==> src/rtl/param_update_pkg.sv <==
// Shared definitions for the parameter store: flat address map, FSM encoding.
package param_update_pkg;

    typedef enum logic [1:0] {
        ST_IDLE   = 2'd0,
        ST_LOAD   = 2'd1,
        ST_UPDATE = 2'd2,
        ST_DONE   = 2'd3
    } state_e;

    localparam int unsigned HW_BASE = 0;

    function automatic int unsigned hb_base_of(input int unsigned n_in, input int unsigned n_hl);
        return n_hl * n_in;
    endfunction

    function automatic int unsigned ow_base_of(input int unsigned n_in, input int unsigned n_hl);
        return hb_base_of(n_in, n_hl) + n_hl;
    endfunction

    function automatic int unsigned ob_base_of(input int unsigned n_in, input int unsigned n_hl,
                                               input int unsigned n_out);
        return ow_base_of(n_in, n_hl) + n_hl * n_out;
    endfunction

    function automatic int unsigned np_of(input int unsigned n_in, input int unsigned n_hl,
                                          input int unsigned n_out);
        return ob_base_of(n_in, n_hl, n_out) + n_out;
    endfunction

endpackage

==> src/rtl/sat_sub.sv <==
// Combinational signed saturating subtractor: y = clamp(a - b) to WIDTH bits.
module sat_sub #(
    parameter int unsigned WIDTH = 32
) (
    input  logic [WIDTH-1:0] a,
    input  logic [WIDTH-1:0] b,
    output logic [WIDTH-1:0] y_c
);

    localparam logic [WIDTH-1:0] S_MAX = {1'b0, {(WIDTH-1){1'b1}}};
    localparam logic [WIDTH-1:0] S_MIN = {1'b1, {(WIDTH-1){1'b0}}};

    logic [WIDTH:0] diff;

    always_comb begin
        diff = {a[WIDTH-1], a} - {b[WIDTH-1], b};
        // Top two bits disagree only when the result left the WIDTH-bit range.
        if (diff[WIDTH] != diff[WIDTH-1]) begin
            y_c = diff[WIDTH] ? S_MIN : S_MAX;
        end else begin
            y_c = diff[WIDTH-1:0];
        end
    end

endmodule

==> src/rtl/param_update.sv <==
// Weight/bias store with a serial, one-parameter-per-cycle saturating update pass.
module param_update
    import param_update_pkg::*;
#(
    parameter int unsigned N_IN   = 2,
    parameter int unsigned N_HL_P = 3,
    parameter int unsigned N_OUT  = 2,
    parameter int unsigned WIDTH  = 32,
    parameter int unsigned FRAC   = 24
) (
    input  logic                            clk,
    input  logic                            rst,
    input  logic                            i_start,
    input  logic                            i_wr_en,
    input  logic [$clog2(np_of(N_IN, N_HL_P, N_OUT))-1:0] i_wr_addr,
    input  logic [WIDTH-1:0]                i_wr_data,
    input  logic [N_OUT*WIDTH-1:0]          i_dbias_o,
    input  logic [N_HL_P*WIDTH-1:0]         i_dbias_hd,
    input  logic [N_HL_P*N_OUT*WIDTH-1:0]   i_dwght_o,
    input  logic [N_HL_P*N_IN*WIDTH-1:0]    i_dwght_hd,
    output logic [N_OUT*WIDTH-1:0]          o_bias_o,
    output logic [N_HL_P*WIDTH-1:0]         o_bias_hd,
    output logic [N_HL_P*N_OUT*WIDTH-1:0]   o_wght_o,
    output logic [N_HL_P*N_IN*WIDTH-1:0]    o_wght_hd,
    output logic                            o_busy,
    output logic                            o_done,
    output logic                            o_clr,
    output logic [15:0]                     o_epoch
);

    localparam int unsigned NP      = np_of(N_IN, N_HL_P, N_OUT);
    localparam int unsigned AW      = $clog2(NP);
    localparam int unsigned HB_BASE = hb_base_of(N_IN, N_HL_P);
    localparam int unsigned OW_BASE = ow_base_of(N_IN, N_HL_P);
    localparam int unsigned OB_BASE = ob_base_of(N_IN, N_HL_P, N_OUT);

    if (FRAC >= WIDTH) begin : g_frac_check
        $error("FRAC must be smaller than WIDTH");
    end

    state_e           state_q, state_d;
    logic [AW-1:0]    idx_q, idx_d;
    logic [WIDTH-1:0] param_q [NP];
    logic [WIDTH-1:0] param_d [NP];
    logic [WIDTH-1:0] delta_q [NP];
    logic [WIDTH-1:0] delta_d [NP];
    logic [15:0]      epoch_q, epoch_d;
    logic             busy_q, busy_d;
    logic             done_q, done_d;

    logic [NP*WIDTH-1:0] flat_d;
    logic [NP*WIDTH-1:0] flat_p;
    logic [WIDTH-1:0]    sub_y;
    logic                wr_ok;

    // Delta buses concatenated in flat-address order (hidden weights at LSBs).
    assign flat_d = {i_dbias_o, i_dwght_o, i_dbias_hd, i_dwght_hd};
    assign wr_ok  = i_wr_en && ({1'b0, i_wr_addr} < (AW+1)'(NP));

    sat_sub #(.WIDTH(WIDTH)) u_sat_sub (
        .a   (param_q[idx_q]),
        .b   (delta_q[idx_q]),
        .y_c (sub_y)
    );

    always_comb begin
        state_d = state_q;
        idx_d   = idx_q;
        param_d = param_q;
        delta_d = delta_q;
        epoch_d = epoch_q;
        unique case (state_q)
            ST_IDLE: begin
                if (i_start) begin
                    state_d = ST_LOAD;
                end else if (wr_ok) begin
                    param_d[i_wr_addr] = i_wr_data;
                end
            end
            ST_LOAD: begin
                for (int k = 0; k < NP; k++) begin
                    delta_d[k] = flat_d[k*WIDTH +: WIDTH];
                end
                idx_d   = '0;
                state_d = ST_UPDATE;
            end
            ST_UPDATE: begin
                param_d[idx_q] = sub_y;
                if (idx_q == AW'(NP-1)) begin
                    idx_d   = '0;
                    state_d = ST_DONE;
                    epoch_d = epoch_q + 16'd1;
                end else begin
                    idx_d = idx_q + AW'(1);
                end
            end
            ST_DONE: begin
                state_d = ST_IDLE;
            end
            default: state_d = ST_IDLE;
        endcase
        busy_d = (state_d != ST_IDLE);
        done_d = (state_d == ST_DONE);
    end

    always_ff @(posedge clk or negedge rst) begin
        if (!rst) begin
            state_q <= ST_IDLE;
            idx_q   <= '0;
            param_q <= '{default: '0};
            delta_q <= '{default: '0};
            epoch_q <= '0;
            busy_q  <= 1'b0;
            done_q  <= 1'b0;
        end else begin
            state_q <= state_d;
            idx_q   <= idx_d;
            param_q <= param_d;
            delta_q <= delta_d;
            epoch_q <= epoch_d;
            busy_q  <= busy_d;
            done_q  <= done_d;
        end
    end

    always_comb begin
        for (int k = 0; k < NP; k++) begin
            flat_p[k*WIDTH +: WIDTH] = param_q[k];
        end
    end

    assign o_wght_hd = flat_p[HW_BASE*WIDTH +: N_HL_P*N_IN*WIDTH];
    assign o_bias_hd = flat_p[HB_BASE*WIDTH +: N_HL_P*WIDTH];
    assign o_wght_o  = flat_p[OW_BASE*WIDTH +: N_HL_P*N_OUT*WIDTH];
    assign o_bias_o  = flat_p[OB_BASE*WIDTH +: N_OUT*WIDTH];
    assign o_busy    = busy_q;
    assign o_done    = done_q;
    assign o_clr     = done_q;
    assign o_epoch   = epoch_q;

endmodule

==> config.mk <==
export PLATFORM = sky130hd
export DESIGN_NAME = param_update
export DESIGN_NICKNAME = d
export VERILOG_FILES = /design/src/rtl/param_update_pkg.sv /design/src/rtl/sat_sub.sv /design/src/rtl/param_update.sv
export SDC_FILE = /design/constraint.sdc
export NUM_CORES = 2
export LEC_CHECK = 0
export ABC_AREA = 1
export CAP_MARGIN = 20
export CORE_AREA = 10 10 443 445
export DETAILED_ROUTE_END_ITERATION = 12
export DIE_AREA = 0 0 453 455
export PLACE_DENSITY = 0.65
export SYNTH_ARGS = -nofsm -noshare
export SYNTH_HDL_FRONTEND = slang
export SYNTH_SLANG_ARGS = --single-unit
==> constraint.sdc <==
create_clock -name clk -period 12.1 [get_ports clk]
set_input_delay 1.815 -clock clk [delete_from_list [all_inputs] [get_ports clk]]
set_output_delay 1.815 -clock clk [all_outputs]
set_load 0.01 [all_outputs]
**Yosys cells after proc, flatten, opt, wreduce, memory -nomap -nowiden**

Cells that the tools add are included.
Widths: inputs -> output; s select.

- Add/subtract/negate cells: 3
- Multipliers: 0
- Divide/modulo/power cells: 0
- $lt $le $gt $ge: 5
- Eq/ne operators: 8
- Shift operators: 0
- Mux-type cells: 22
- Bitwise logic cells: 2
- Reduce and logical (&&, ||, !) cells: 9

Operators with widths:

| operator | count |
|---|---|
| $bwmux 544 | 2 |
| $mux 544 | 2 |
| $pmux 544 s2 | 1 |
| $bmux 32 s5 | 2 |
| $demux 32 s5 | 2 |
| $mux 32 | 8 |
| $sub 32x32->33 | 1 |
| $add 16x1->16 const B | 1 |
| $ge 6x6->1 const B | 2 |
| $lt 6x1->1 const B | 2 |
| $not 5->6 | 2 |
| $pmux 5 s2 | 1 |
| $pmux 2 s4 | 1 |
| $eq 2x2->1 const B | 3 |
| $reduce_bool 2->1 | 3 |
| $add 5x1->5 const B | 1 |
| $eq 5x5->1 const B | 1 |
| $lt 5x5->1 const B | 1 |
| $mux 5 | 1 |
| $mux 2 | 2 |
| $ne 2x2->1 const B | 2 |
| $logic_and 1x1->1 | 3 |
| $reduce_and 3->1 | 1 |
| $eq 2x1->1 const B | 1 |
| 3 further kinds | 3 |

- Register bits after elaboration: 1113
- Latch bits: 0
- RAM bits: 0
- Memory bits (read-only): 0
- Input bits: 585
- Output and inout bits: 563
- Memories kept: 0

**Longest topological paths before layout**

- Word-level depth: 9
- Mapped depth: 31

**Modules after synthesis**

Synthesis repeated with hierarchy kept, for this count alone.

- Cells, all modules: 9306
- Area, all modules: 64160.3 um2

By module, submodules not included:

| module | instances | cells each | area an instance (um2) | seq. area each (um2) |
|---|---|---|---|---|
| param_update | 1 | 8790 | 61442.7 | 27851.7 |
| sat_sub | 1 | 516 | 2717.6 | 0.0 |

**Worst setup path after synthesis**

OpenSTA, ideal clock, no wires.

- Path type: reg2reg
- Start: register idx_q[0]
- End: register param_q, in the netlist o_wght_hd[64]
- Library setup time: 73 ps
- Arrival time: 3970 ps
- Required time: 12027 ps
- Slack: 8057 ps
- Cell stages (with the launch flop): 31
- Clock period less this slack: 4043 ps
- Cells stage by stage: dfrtp_1 buf_2 inv_1 buf_2 buf_2 clkbuf_1 clkbuf_1 o21ai_0 nand2_1 nand2_1 nand4_1 ha_1 inv_1 fa_1 nand2_1 nand2_1 nand3_1 nand2_2 nand2_1 nand2_2 nand2_2 nand2_1 nand2_2 nand2_4 nand2_4 buf_12 nand2_4 nand2_4 buf_8 nand2_2 a21oi_2

- Cells in the longest elaborated chain, start to end: 9
- Elaborated cells between the ends (all ways): 18
- Classes of those cells: add/sub (1); order compare (2); eq/ne (1); mux (12); bitwise (1); reduce/logical (1)

RTL lines:

| element | RTL line | source |
|---|---|---|
| from (decl) | param_update.sv:42 | `logic [AW-1:0] idx_q, idx_d;` |
| from (signal assigned) | param_update.sv:117 | `idx_q <= idx_d;` |
| $not 5->6 (implied by the code) * | param_update.sv:61, param_update.sv:62, param_update.sv:88 |  |
| $bmux 32 s5, on equally long branches | param_update.sv:61, param_update.sv:62 |  |
| $mux 32, on equally long branches (2 in series) | param_update.sv:61, param_update.sv:62 |  |
| $sub 32x32->33 | sat_sub.sv:16 | `diff = {a[WIDTH-1], a} - {b[WIDTH-1], b};` |
| $mux 32 / $ne 1x1->1 (equally long branches) | sat_sub.sv:19, sat_sub.sv:18 |  |
| $mux 32 | sat_sub.sv:18 | `if (diff[WIDTH] != diff[WIDTH-1]) begin` |
| $bwmux 544 * | param_update.sv:88 | `param_d[idx_q] = sub_y;` |
| $pmux 544 s2 * | param_update.sv:72 | `unique case (state_q)` |
| to (signal assigned) | param_update.sv:118 | `param_q <= param_d;` |
| to (decl) | param_update.sv:43 | `logic [WIDTH-1:0] param_q [NP];` |

Every way passes the cells marked *; elsewhere a longest branch is shown, timed or not. The select of a mux whose other input is x is not followed.
A chain may end at the register's enable or synchronous reset.

**Final worst setup path**

- Start: register idx_q[0]
- End: register param_q, in the netlist o_bias_hd[57]

The elaborated chain is that of the path after synthesis.

==> metrics.md <==
| Metric | Value |
|---|---|
| Fraction of layout cells with a size suffix above 1 | `11.7%` |
| R2R setup slack | `4680 ps` |
| CTS Hold Bufs | `0` |
| CP max FO | `155` |
| Worst reg2reg path endpoint | `o_bias_hd[57]` |
| GRT Residual Overflow | `0` |
| Asr flop ratio synth | `100%` |
| Critical path class | `register to register` |
| Core area | `187000 um^2` |
| DRT Wirelength | `329000 um` |
| Area contributors post-synth | `dfrtp_1 47%, a21oi_1 11%, nand2_1 7.8%` |
| H-tree Lvls | `4` |
| Die ar. | `206000 um^2` |
| Row count | `159` |
| Max_slew headroom | `14.5%` |
| Drt drc | `0` |
| Setup Skew | `46.4 ps` |
| Min Tclk post-route | `7420 ps` |
| Max_cap viols | `0` |
| Actual slew at the worst max-slew pin | `1280 ps` |
| DRT Pass-1 Iters | `7` |
| Synth Register Bits | `1113` |
| Drt first-iter violations | `8877` |
| Ports | `1148` |
| Chip width | `453 um` |
| Initial antenna violation count | `47` |
| Max Clk Rate | `135 MHz` |
| Hold Path End | `delta_q[417]` |
| Crit path DAT | `8120 ps` |
| Yosys top cell area share | `47.4%` |
| TritonCTS buffer count | `133` |
| Area Overhead vs Synth | `31.3%` |
| Vias in the first global route | `59400` |
| PostCTS Resize Cnt | `0` |
| Mean area per synthesized cell | `8.07 um^2` |
| Clk sinks | `1113` |
| CP required | `12810 ps` |
| Max-slew violation count | `0` |
| Post-synth net total | `7902` |
| Crit end category | `register` |
| Maximum clock insertion buffer count | `3` |
| Commonest cells after routing, fill and taps aside | `1261 x a21oi_1, 1203 x nand2_1, 1146 x clkdlybuf4s50_1` |
| Largest net degree at the start of global routing | `243` |
| Detail Route Antenna Nets | `0` |
| Avg Vias per Cell | `5.75` |
| Status | `finished clean` |
| Tot GR Track Use | `30.4%` |
| Final setup TNS | `0 ps` |
| Post-CTS setup repair buffer count | `0` |
| Root Buffer | `clkbuf_16` |
| Commonest non-fill, non-tap cell in the layout | `a21oi_1` |
| GPL Wtd Cong | `0.950` |
| EDFF count, synth | `0` |
| Final setup violation count | `0` |
| Type of origin of the critical path | `register` |
| Worst skew pair latency | `840 ps` |
| RSZ-0062 raised after global routing | `false` |
| Reg2Reg Depth | `22` |
| Clock Pin Slew Worst Setup and Hold Paths | `60 ps` |
| Synth area leader | `dfrtp_1` |
| First-pass GRT wire length | `456000 um` |
| Initial cell density of the core | `31.4%` |
| Min-delay worst type | `register to register` |
| Mapped Cells | `7275` |
| Hpwl dp | `229000 um` |
| Fin. Hold Viols | `0` |
| WHS Path Cells | `1` |
| Die height | `455 um` |
| Sequential share of the synthesized area | `47.4%` |
| Final nets | `8742` |
| CTS tree | `done` |
| Vias | `61700` |
| Avg WL per Cell | `30.7 um` |
| Hold Startpoint | `delta_q[417]` |
| Post-synth top flop | `dfrtp_1` |
| Port buffer count | `1147` |
| Synth warnings | `0` |
| Yosys cell types | `46` |
| Mapped Area | `58700 um^2` |
| Worst reg2reg path startpoint | `idx_q[0]` |
| Final Cycle Share | `61.3%` |
-- flip-flops by register name, summed over array words and instances, names as in the netlist --
signal and cells:
delta_q 544, idx_q 5, o_bias_hd 96, o_bias_o 64
o_busy 1, o_clr 1, o_epoch 16, o_wght_hd 192
o_wght_o 192, state_q 2
-- cells in the mapped netlist (all sizes together) (2+ instances only) --
library cell,count
a21oi,1415
nor3,16
o21bai,11
inv,422
nor2,948
nand2,1284
dfrtp,1113
a2111oi,30
o21ai,848
clkinv,5
xor2,22
buf,116
a22oi,33
clkbuf,459
or2,2
xnor2,8
and2,2
nand4,40
nand3,34
o22ai,127
ha,41
mux2,289
nor4,2
-- metrics by stage --
stage / hold WS (ps) / setup slack, ps / area (um^2) / cells / utilization, %
after floorplan: 475 / 8060 / 58700 / 7275 / -
after global placement: 462 / 4950 / 72400 / 10500 / 38.7
after detailed placement: 490 / 4950 / 72500 / 10500 / 38.7
after CTS: 502 / 4880 / 76900 / 10700 / 41.1
after global routing: 507 / 4540 / 77100 / 10700 / 41.2
final: 499 / 4680 / 77100 / 10700 / 41.2
-- layout make-up --
| cell class | instances | area [um^2] |
|---|---|---|
| sequential | 1113 | 27900 |
| clock buffer | 195 | 3890 |
| timing repair buffer | 1280 | 12700 |
| inverter | 427 | 1620 |
| antenna | 23 | 57.6 |
| tap | 2495 | 3120 |
| fill | 18600 | 110000 |
| multi-input combinational | 5160 | 27300 |
| clock inverter | 38 | 513 |
-- metal layers --
| layer | track usage, % | wire [um] |
|---|---|---|
| met4 | 19.6 | 25700 |
| met1 | 34.6 | 114000 |
| met2 | 48.5 | 150000 |
| met5 | 0 | 153 |
| met3 | 10.8 | 39700 |
-- worst max-delay path by stage --
| stage | from | to | slack [ps] |
|---|---|---|---|
| floorplan | idx_q[0] | o_wght_hd[64] | 8060 |
| global placement | idx_q[0] | o_wght_hd[185] | 4950 |
| detailed placement | idx_q[0] | o_bias_hd[57] | 4950 |
| CTS | idx_q[0] | o_bias_hd[57] | 4880 |
| global route | idx_q[0] | o_wght_o[153] | 4540 |
| finish | idx_q[0] | o_bias_hd[57] | 4680 |
-- worst max-delay path: stages (launching register included) --
cell	delay, ps
dfrtp_4	1000
inv_8	450
buf_4	480
buf_12	320
nor2_1	330
o22ai_1	230
a22oi_1	620
nand4_1	350
ha_1	500
nand2_1	130
nor2_1	120
nand3_1	80
nand2_1	150
nand2_1	90
nand2_2	110
nand2_1	100
nand2_1	70
nand2_1	100
nand4_4	80
buf_4	690
nand2_1	640
nand2_1	210
a21oi_1	90
-- cell families (layout without fill, tap and decap cells) --
kind of cell	count (synthesis)	in the layout	synth area share [%]
fa+ha+maj	42	42	0.908
other cells	0	23	0
xor+xnor	30	30	0.448
simple gates	2329	2329	15.9
mux	289	289	5.54
compound gates	2470	2470	22.8
buf+inv	1002	1940	7.01
flops	1113	1113	47.4
Power is left out: the tool's default activity adds up to more than one toggle a clock period on the data nets, which glitch-free logic cannot reach.
